===== src/rtl/axil_reg_bridge.sv =====
// AXI4-Lite slave that turns each write or read into one access on the simple register bus.
// Optional aligned-address range check against MAX_ADDR: define AXIL_REG_BRIDGE_ADDR_CHECK_EN.
module axil_reg_bridge #(
    parameter int          AXI_ADDR_W = 32,
    parameter logic [31:0] MAX_ADDR   = 32'h40
) (
    input  logic                  aclk,
    input  logic                  aresetn,
    input  logic [AXI_ADDR_W-1:0] s_axil_awaddr,
    input  logic                  s_axil_awvalid,
    output logic                  s_axil_awready,
    input  logic [31:0]           s_axil_wdata,
    input  logic [3:0]            s_axil_wstrb,
    input  logic                  s_axil_wvalid,
    output logic                  s_axil_wready,
    output logic [1:0]            s_axil_bresp,
    output logic                  s_axil_bvalid,
    input  logic                  s_axil_bready,
    input  logic [AXI_ADDR_W-1:0] s_axil_araddr,
    input  logic                  s_axil_arvalid,
    output logic                  s_axil_arready,
    output logic [31:0]           s_axil_rdata,
    output logic [1:0]            s_axil_rresp,
    output logic                  s_axil_rvalid,
    input  logic                  s_axil_rready,
    output logic                  reg_wen,
    output logic [31:0]           reg_addr,
    output logic [31:0]           reg_wdata,
    input  logic [31:0]           reg_rdata
);

    localparam logic [1:0] RESP_OKAY   = 2'b00;
    localparam logic [1:0] RESP_SLVERR = 2'b10;

`ifdef AXIL_REG_BRIDGE_ADDR_CHECK_EN
    localparam bit ADDR_CHECK = 1'b1;
`else
    localparam bit ADDR_CHECK = 1'b0;
`endif

    typedef enum logic [2:0] {
        IDLE,
        WR_EXEC,
        WR_RESP,
        RD_WAIT,
        RD_RESP
    } state_t;

    state_t      state_reg, state_next;
    logic        prio_rd_reg, prio_rd_next;
    logic        acc_ok_reg, acc_ok_next;
    logic        reg_wen_reg, reg_wen_next;
    logic [31:0] reg_addr_reg, reg_addr_next;
    logic [31:0] reg_wdata_reg, reg_wdata_next;
    logic        bvalid_reg, bvalid_next;
    logic [1:0]  bresp_reg, bresp_next;
    logic        rvalid_reg, rvalid_next;
    logic [1:0]  rresp_reg, rresp_next;
    logic [31:0] rdata_reg, rdata_next;

    logic [31:0] aw_addr32;
    logic [31:0] ar_addr32;
    logic [31:0] aw_aligned;
    logic [31:0] ar_aligned;
    logic        aw_in_range;
    logic        ar_in_range;
    logic        wr_ok;
    logic        write_req;
    logic        read_req;
    logic        grant_wr;
    logic        grant_rd;

    // Map the AXI address onto the 32-bit register bus: truncate wide, zero-extend narrow.
    generate
        if (AXI_ADDR_W >= 32) begin : g_addr_trunc
            assign aw_addr32 = s_axil_awaddr[31:0];
            assign ar_addr32 = s_axil_araddr[31:0];
        end else begin : g_addr_ext
            assign aw_addr32 = {{(32-AXI_ADDR_W){1'b0}}, s_axil_awaddr};
            assign ar_addr32 = {{(32-AXI_ADDR_W){1'b0}}, s_axil_araddr};
        end
    endgenerate

    assign aw_aligned  = aw_addr32 & 32'hFFFF_FFFC;
    assign ar_aligned  = ar_addr32 & 32'hFFFF_FFFC;
    assign aw_in_range = !ADDR_CHECK || (aw_aligned <= MAX_ADDR);
    assign ar_in_range = !ADDR_CHECK || (ar_aligned <= MAX_ADDR);
    assign wr_ok       = (s_axil_wstrb == 4'hF) && aw_in_range;

    // Arbitration: a lone request wins; a collision goes to whichever side the flag favours.
    always_comb begin
        write_req = s_axil_awvalid & s_axil_wvalid;
        read_req  = s_axil_arvalid;
        grant_wr  = 1'b0;
        grant_rd  = 1'b0;
        if (state_reg == IDLE) begin
            if (write_req && (!read_req || !prio_rd_reg)) begin
                grant_wr = 1'b1;
            end else if (read_req) begin
                grant_rd = 1'b1;
            end
        end
    end

    assign s_axil_awready = grant_wr;
    assign s_axil_wready  = grant_wr;
    assign s_axil_arready = grant_rd;

    always_comb begin
        state_next     = state_reg;
        prio_rd_next   = prio_rd_reg;
        acc_ok_next    = acc_ok_reg;
        reg_wen_next   = reg_wen_reg;
        reg_addr_next  = reg_addr_reg;
        reg_wdata_next = reg_wdata_reg;
        bvalid_next    = bvalid_reg;
        bresp_next     = bresp_reg;
        rvalid_next    = rvalid_reg;
        rresp_next     = rresp_reg;
        rdata_next     = rdata_reg;

        case (state_reg)
            IDLE: begin
                if (write_req && read_req) begin
                    prio_rd_next = ~prio_rd_reg;
                end
                if (grant_wr) begin
                    reg_addr_next  = aw_aligned;
                    reg_wdata_next = s_axil_wdata;
                    reg_wen_next   = wr_ok;
                    acc_ok_next    = wr_ok;
                    state_next     = WR_EXEC;
                end else if (grant_rd) begin
                    reg_addr_next = ar_aligned;
                    acc_ok_next   = ar_in_range;
                    state_next    = RD_WAIT;
                end
            end
            WR_EXEC: begin
                reg_wen_next = 1'b0;
                bvalid_next  = 1'b1;
                bresp_next   = acc_ok_reg ? RESP_OKAY : RESP_SLVERR;
                state_next   = WR_RESP;
            end
            WR_RESP: begin
                if (s_axil_bready) begin
                    bvalid_next = 1'b0;
                    state_next  = IDLE;
                end
            end
            RD_WAIT: begin
                // reg_rdata has had a full cycle to settle on the new reg_addr
                rdata_next  = acc_ok_reg ? reg_rdata : 32'd0;
                rresp_next  = acc_ok_reg ? RESP_OKAY : RESP_SLVERR;
                rvalid_next = 1'b1;
                state_next  = RD_RESP;
            end
            RD_RESP: begin
                if (s_axil_rready) begin
                    rvalid_next = 1'b0;
                    state_next  = IDLE;
                end
            end
            default: begin
                state_next = IDLE;
            end
        endcase
    end

    always_ff @(posedge aclk or negedge aresetn) begin
        if (!aresetn) begin
            state_reg     <= IDLE;
            prio_rd_reg   <= 1'b0;
            acc_ok_reg    <= 1'b0;
            reg_wen_reg   <= 1'b0;
            reg_addr_reg  <= 32'd0;
            reg_wdata_reg <= 32'd0;
            bvalid_reg    <= 1'b0;
            bresp_reg     <= RESP_OKAY;
            rvalid_reg    <= 1'b0;
            rresp_reg     <= RESP_OKAY;
            rdata_reg     <= 32'd0;
        end else begin
            state_reg     <= state_next;
            prio_rd_reg   <= prio_rd_next;
            acc_ok_reg    <= acc_ok_next;
            reg_wen_reg   <= reg_wen_next;
            reg_addr_reg  <= reg_addr_next;
            reg_wdata_reg <= reg_wdata_next;
            bvalid_reg    <= bvalid_next;
            bresp_reg     <= bresp_next;
            rvalid_reg    <= rvalid_next;
            rresp_reg     <= rresp_next;
            rdata_reg     <= rdata_next;
        end
    end

    assign reg_wen       = reg_wen_reg;
    assign reg_addr      = reg_addr_reg;
    assign reg_wdata     = reg_wdata_reg;
    assign s_axil_bvalid = bvalid_reg;
    assign s_axil_bresp  = bresp_reg;
    assign s_axil_rvalid = rvalid_reg;
    assign s_axil_rresp  = rresp_reg;
    assign s_axil_rdata  = rdata_reg;

endmodule


===== config.mk =====
export PLATFORM = sky130hd
export DESIGN_NAME = axil_reg_bridge
export DESIGN_NICKNAME = d
export VERILOG_FILES = /design/src/rtl/axil_reg_bridge.sv
export SDC_FILE = /design/constraint.sdc
export NUM_CORES = 1
export LEC_CHECK = 0
export CORE_ASPECT_RATIO = 1.25
export CORE_MARGIN = 4
export CORE_UTILIZATION = 30
export DETAILED_ROUTE_END_ITERATION = 6
export GPL_TIMING_DRIVEN = 0
export PLACE_DENSITY = 0.65
export REMOVE_ABC_BUFFERS = 1
export SLEW_MARGIN = 20
export SYNTH_ARGS = -nofsm -noshare
export SYNTH_HDL_FRONTEND = slang
export SYNTH_SLANG_ARGS = --single-unit

===== constraint.sdc =====
create_clock -name aclk -period 2.1 [get_ports aclk]
set_clock_uncertainty 0.05 [all_clocks]
set_input_delay 0.315 -clock aclk [delete_from_list [all_inputs] [get_ports aclk]]
set_output_delay 0.315 -clock aclk [all_outputs]
set_load 0.05 [all_outputs]

---- Word-level counts from Yosys, hierarchy flattened ----
Index checks and enable logic that the tools add are counted.
cells by class
  reductions and logical operators ........ 17
  muxes and demuxes ....................... 22
  equality and inequality tests ........... 9
  bitwise gates (word level) .............. 2
operators by type and width
  cell                                                                    count
  32-bit two-way mux                                                      3
  3-bit one-hot mux with 5 select lines                                   1
  3-bit two-way mux                                                       4
  2-bit AND reduction                                                     6
  1-bit two-way mux                                                       10
  2-bit nonzero test                                                      4
  3-bit by 2-bit equality test with 1-bit output (second input constant)  2
  2-bit != test (second input constant)                                   3
  1-bit one-hot mux with 2 select lines                                   3
  4-bit equality test (second input constant)                             1
  3-bit by 1-bit equality test with 1-bit output (second input constant)  1
  3-bit equality test (second input constant)                             1
  3-bit zero test                                                         1
  3-bit != test (second input constant)                                   1
  3-bit AND reduction                                                     1
  1-bit logical AND                                                       2
  1-bit zero test                                                         2
  2-bit two-way mux                                                       1
  1-bit AND                                                               1
  1-bit logical OR                                                        1
  1-bit inverter                                                          1
storage, ports and cells
  output and inout bits ................... 106
  register bits ........................... 108

---- Longest topological paths before layout ----
  depth in word-level cells ............... 8
  gate-level depth with buffers ........... 6
  mapped depth without buffers ............ 4

---- Worst setup path after synthesis ----
Ideal clock, no wire load.
  path type ............................... reg2out
  start point ............................. register state_reg[0]
  end point ............................... output s_axil_arready
  arrival ................................. 1.933 ns
  path buffers ............................ 2
  required time ........................... 1.735 ns
  path slack .............................. -0.198 ns
  cell stages (with the launch flop) ...... 6
  cell sequence ........................... dfrtp_1 > buf_2 > nor3_4 > clkbuf_1 > nand2_1 > a21oi_1
on the way
  word-level cells in the longest chain between the ends .. 2
RTL lines
  what                      RTL line  text
  start: declaration        49        state_t state_reg, state_next;
  start signal: assignment  184       state_reg <= state_next;
  3-bit zero test           96        if (state_reg == IDLE) begin
  1-bit two-way mux         96
  end: declaration          21        output logic s_axil_arready,
Every way passes these cells.

---- Worst setup path in the final report ----
  start point ............................. input s_axil_wvalid
  end point ............................... register reg_addr_reg[20] (netlist: reg_addr[20])
on the way
  word-level cells in the longest chain between the ends .. 6
  elaborated cells on any way between the ends .. 9
RTL lines
  what                                  RTL line  text
  start: declaration                    14        input logic s_axil_wvalid,
  1-bit AND (*)                         92        write_req = s_axil_awvalid & s_axil_wvalid;
  1-bit logical AND (*)                 97        if (write_req && (!read_req || !prio_rd_reg)) begin
  1-bit two-way mux                     97
  1-bit two-way mux                     96
  2-bit nonzero test (no source line)   -
  2-bit AND reduction (no source line)  -
  end signal: assignment                188       reg_addr_reg <= reg_addr_next;
  end: declaration                      53        logic [31:0] reg_addr_reg, reg_addr_next;
Every way passes the cells marked *; elsewhere a longest branch is shown, timed or not.
A chain may end at the register's enable or synchronous reset.

==> results.sh <==
export IMPL_stdcell_area_um2=7520
export IMPL_hold_path_class="input port to async pin"
export IMPL_drv_cap=0
export IMPL_antenna_found_initial=0
export IMPL_drc_errors=0
export IMPL_hold_violations=0
export IMPL_ctsLongestPathBuffers=2
export IMPL_grtUsageMet1=0.210
export IMPL_nets=802
export IMPL_yosysWarnings=0
export IMPL_crit_type="input port to flop"
export IMPL_maxSlewViolCount=0
export IMPL_start_util=0.308
export IMPL_slowest_stage="clkdlybuf4s50_1"
export IMPL_cp_data_required_time_ns=2.24
export IMPL_synthesis_area_um2=4620
export IMPL_worstPathArrival_ns=2.14
export IMPL_grt_use_total=0.167
export IMPL_setup_violations_final=0
export IMPL_busiest_layer="met2"
export IMPL_clk_pin_slew_ns=0.08
export IMPL_gr_usage_met2=0.277
export IMPL_pre_cts_slack_ns=-1.35
export IMPL_ys_ff_latch=104
export IMPL_ios=245
export IMPL_setup_ws_ns=0.104
export IMPL_relSlewSlack=0.354
export IMPL_fin_crit_ns=2.00
export IMPL_max_freq_mhz=501
export IMPL_totalWireLength_um=14900
export IMPL_htreeDepth=3
export IMPL_synth_distinct_cells=30
export IMPL_detail_route_wl_per_cell_um=17.5
export IMPL_dr_pass1_iters=4
export IMPL_cp_cell_sequence="clkdlybuf4s50_1, a21o_2, and2_4, a31oi_1"
export IMPL_n_fill_cell=1379
export IMPL_period_share=0.951
export IMPL_slowest_delay_ns=0.59
export IMPL_core_region_area_um2=15000
export IMPL_viasPerCell=4.97
export IMPL_outcome="finished clean"
export IMPL_cts_root_buf="clkbuf_16"
export IMPL_cts_tree="built"
export IMPL_drt_initial_drc_count=250
export IMPL_die_w_um=119
export IMPL_clkLatencyLatePin_ns=0.34
export IMPL_syn_inst=440
export IMPL_gp_congestion=0.801
export IMPL_detail_route_antenna_nets=0
export IMPL_die_area_um2=17500
export IMPL_hold_slack_ns=0.429
export IMPL_grt_pass1_vias=4311
export IMPL_synth_seq_area_share=0.564
export IMPL_p_per_area_nw_per_um2=1790
export IMPL_power_total_mw=13.5
export IMPL_cp_max_fo=32
export IMPL_cts_buffers=9
export IMPL_rsz0062_at_grt="false"
export IMPL_grtUsageMet3=0.0431
export IMPL_vias=4227
export IMPL_row_count=50
export IMPL_worstPathBufferInverterCount=1
export IMPL_grt_overflow=0
export IMPL_stdcell_count=850
export IMPL_vdd_drop_max_v=0.000896
export IMPL_tightest_slew_ns=0.970
export IMPL_grt_pass1_wl_um=23300
export IMPL_crit_path_end_kind="flop"
export IMPL_area_growth_pct=63.0
export IMPL_dpl_cell_count=820
export IMPL_grt_max_degree=55
export IMPL_p_leak_nw=3.14
export IMPL_portBuffers=236
export IMPL_placed_area_um2=7050
export IMPL_syn_avg_cell_area_um2=10.5
export IMPL_antenna_cells=0
export IMPL_path_delay_family="compound AO/OA/AOI/OAI gates"
export IMPL_drive_gt1_frac=0.115
export IMPL_dpl_hpwl_um=10200
export IMPL_cts_sinks=104
export IMPL_start_kind="input port"
export IMPL_die_h_um=147
==> per-stage QoR <==
stage | setup TNS, ns | utilization
CTS | 0 | 0.499
floorplan | -19.19 | -
global route | 0 | 0.501
finish | 0 | 0.501
detailed placement | -46.10 | 0.469
global placement | -426.03 | 0.464
==> worst register-to-register path, delay by kind of cell, from the launching register on <==
kind / cells / cell delay (ns)
muxes: 1 / 0.37
DFF: 1 / 0.45
buffers and inverters: 3 / 0.57
and+or+nand+nor: 2 / 0.37
==> layout make-up <==
class                           count  area (um^2)  area share
Sequential cell                   104         2610       0.347
Timing Repair Buffer              251         2510       0.333
Multi-Input combinational cell    293         1810       0.241
Clock buffer                       10          239      0.0318
Tap cell                          182          228      0.0303
Clock inverter                      6         97.6      0.0130
Inverter                            3         23.8     0.00316
Timing Repair inverter              1         8.76     0.00116
==> placed cells by master, fill, tap and decap left out, types with 3 or more instances in the layout <==
master,synthesis,layout
clkdlybuf4s50_1,0,231
dfrtp_1,104,100
nand2_1,70,69
o21ai_0,65,65
a21oi_1,34,34
nand3_1,33,33
a31oi_1,30,30
mux2_4,29,29
buf_4,5,12
clkbuf_16,0,9
nor2_1,4,4
conb_1,1,4
dfrtp_2,0,4
mux2_1,3,3
inv_6,0,3
==> synth_stat cells <==
| library cell | number | share of area |
|---|---|---|
| nor3b_1 | 1 | 0.0016 |
| a21o_1 | 1 | 0.0016 |
| mux2_1 | 3 | 0.0073 |
| xnor2_1 | 1 | 0.0019 |
| nor2b_1 | 2 | 0.0027 |
| buf_12 | 3 | 0.013 |
| nand3_1 | 33 | 0.036 |
| a21boi_0 | 1 | 0.0016 |
| inv_4 | 1 | 0.0014 |
| nand4_1 | 1 | 0.0014 |
| and4_1 | 1 | 0.0019 |
| buf_2 | 9 | 0.0098 |
| clkbuf_1 | 28 | 0.023 |
| dfrtp_1 | 104 | 0.56 |
| o211ai_1 | 1 | 0.0016 |
| a21oi_1 | 34 | 0.037 |
| nand3_2 | 1 | 0.0022 |
| and2_1 | 3 | 0.0041 |
| o22a_1 | 2 | 0.0038 |
| conb_1 | 1 | 0.00081 |
| nor2_1 | 4 | 0.0033 |
| mux2i_1 | 1 | 0.0022 |
| a31oi_1 | 30 | 0.041 |
| nand3b_1 | 2 | 0.0033 |
| mux2_4 | 29 | 0.094 |
| inv_1 | 2 | 0.0016 |
| nor3_4 | 1 | 0.0035 |
| o21ai_0 | 65 | 0.070 |
| nand2_1 | 70 | 0.057 |
| buf_4 | 5 | 0.0081 |
==> power breakdown <==
group	switching [mW]	leakage (nW)	internal [mW]	total [mW]
Sequential	0.675	1.24	2.98	3.66
Clock	0.765	0.166	1.10	1.86
Combinational	5.08	1.74	2.87	7.94
==> what timing repair did <==
item / 4_1_cts / 5_1_grt
hold buffers: 1 / 0
setup endpoints to repair: 67 / 3
gates cloned: 3 / 0
endpoints found under the hold margin: 50 / 0
gates resized for setup: 30 / 1
setup buffers: 6 / 4
pin swaps: 3 / 0
==> path summary, 6_finish.rpt <==
| kind | start | end | slack, ns | cells past startpoint |
|---|---|---|---|---|
| max | s_axil_wvalid | reg_addr[20] | 0.10 | 4 |
| min | aresetn | s_axil_rdata[17] | 0.43 | 2 |
| max reg2reg | state_reg[2] | reg_wdata[0] | 0.19 | 6 |
| min reg2reg | s_axil_rdata[10] | s_axil_rdata[10] | 0.43 | 2 |
| max in group asynchronous | aresetn | reg_addr[23] | 0.92 | 3 |
| min in group aclk | s_axil_rdata[10] | s_axil_rdata[10] | 0.43 | 2 |
==> cell families after synthesis <==
group	count (synthesis)	synth area share
compound gates	134	0.157
xor+xnor	1	0.00190
buf+inv	48	0.0566
flops	104	0.564
mux	33	0.104
other cells	1	0.000812
simple gates	119	0.117
==> per-layer routing <==
layer	vias up	share of wire
met2	213	0.49
met3	22	0.081
li1	1976	-
met5	-	0
met4	0	0.020
met1	2016	0.41
(Power assumes the default switching activity.)
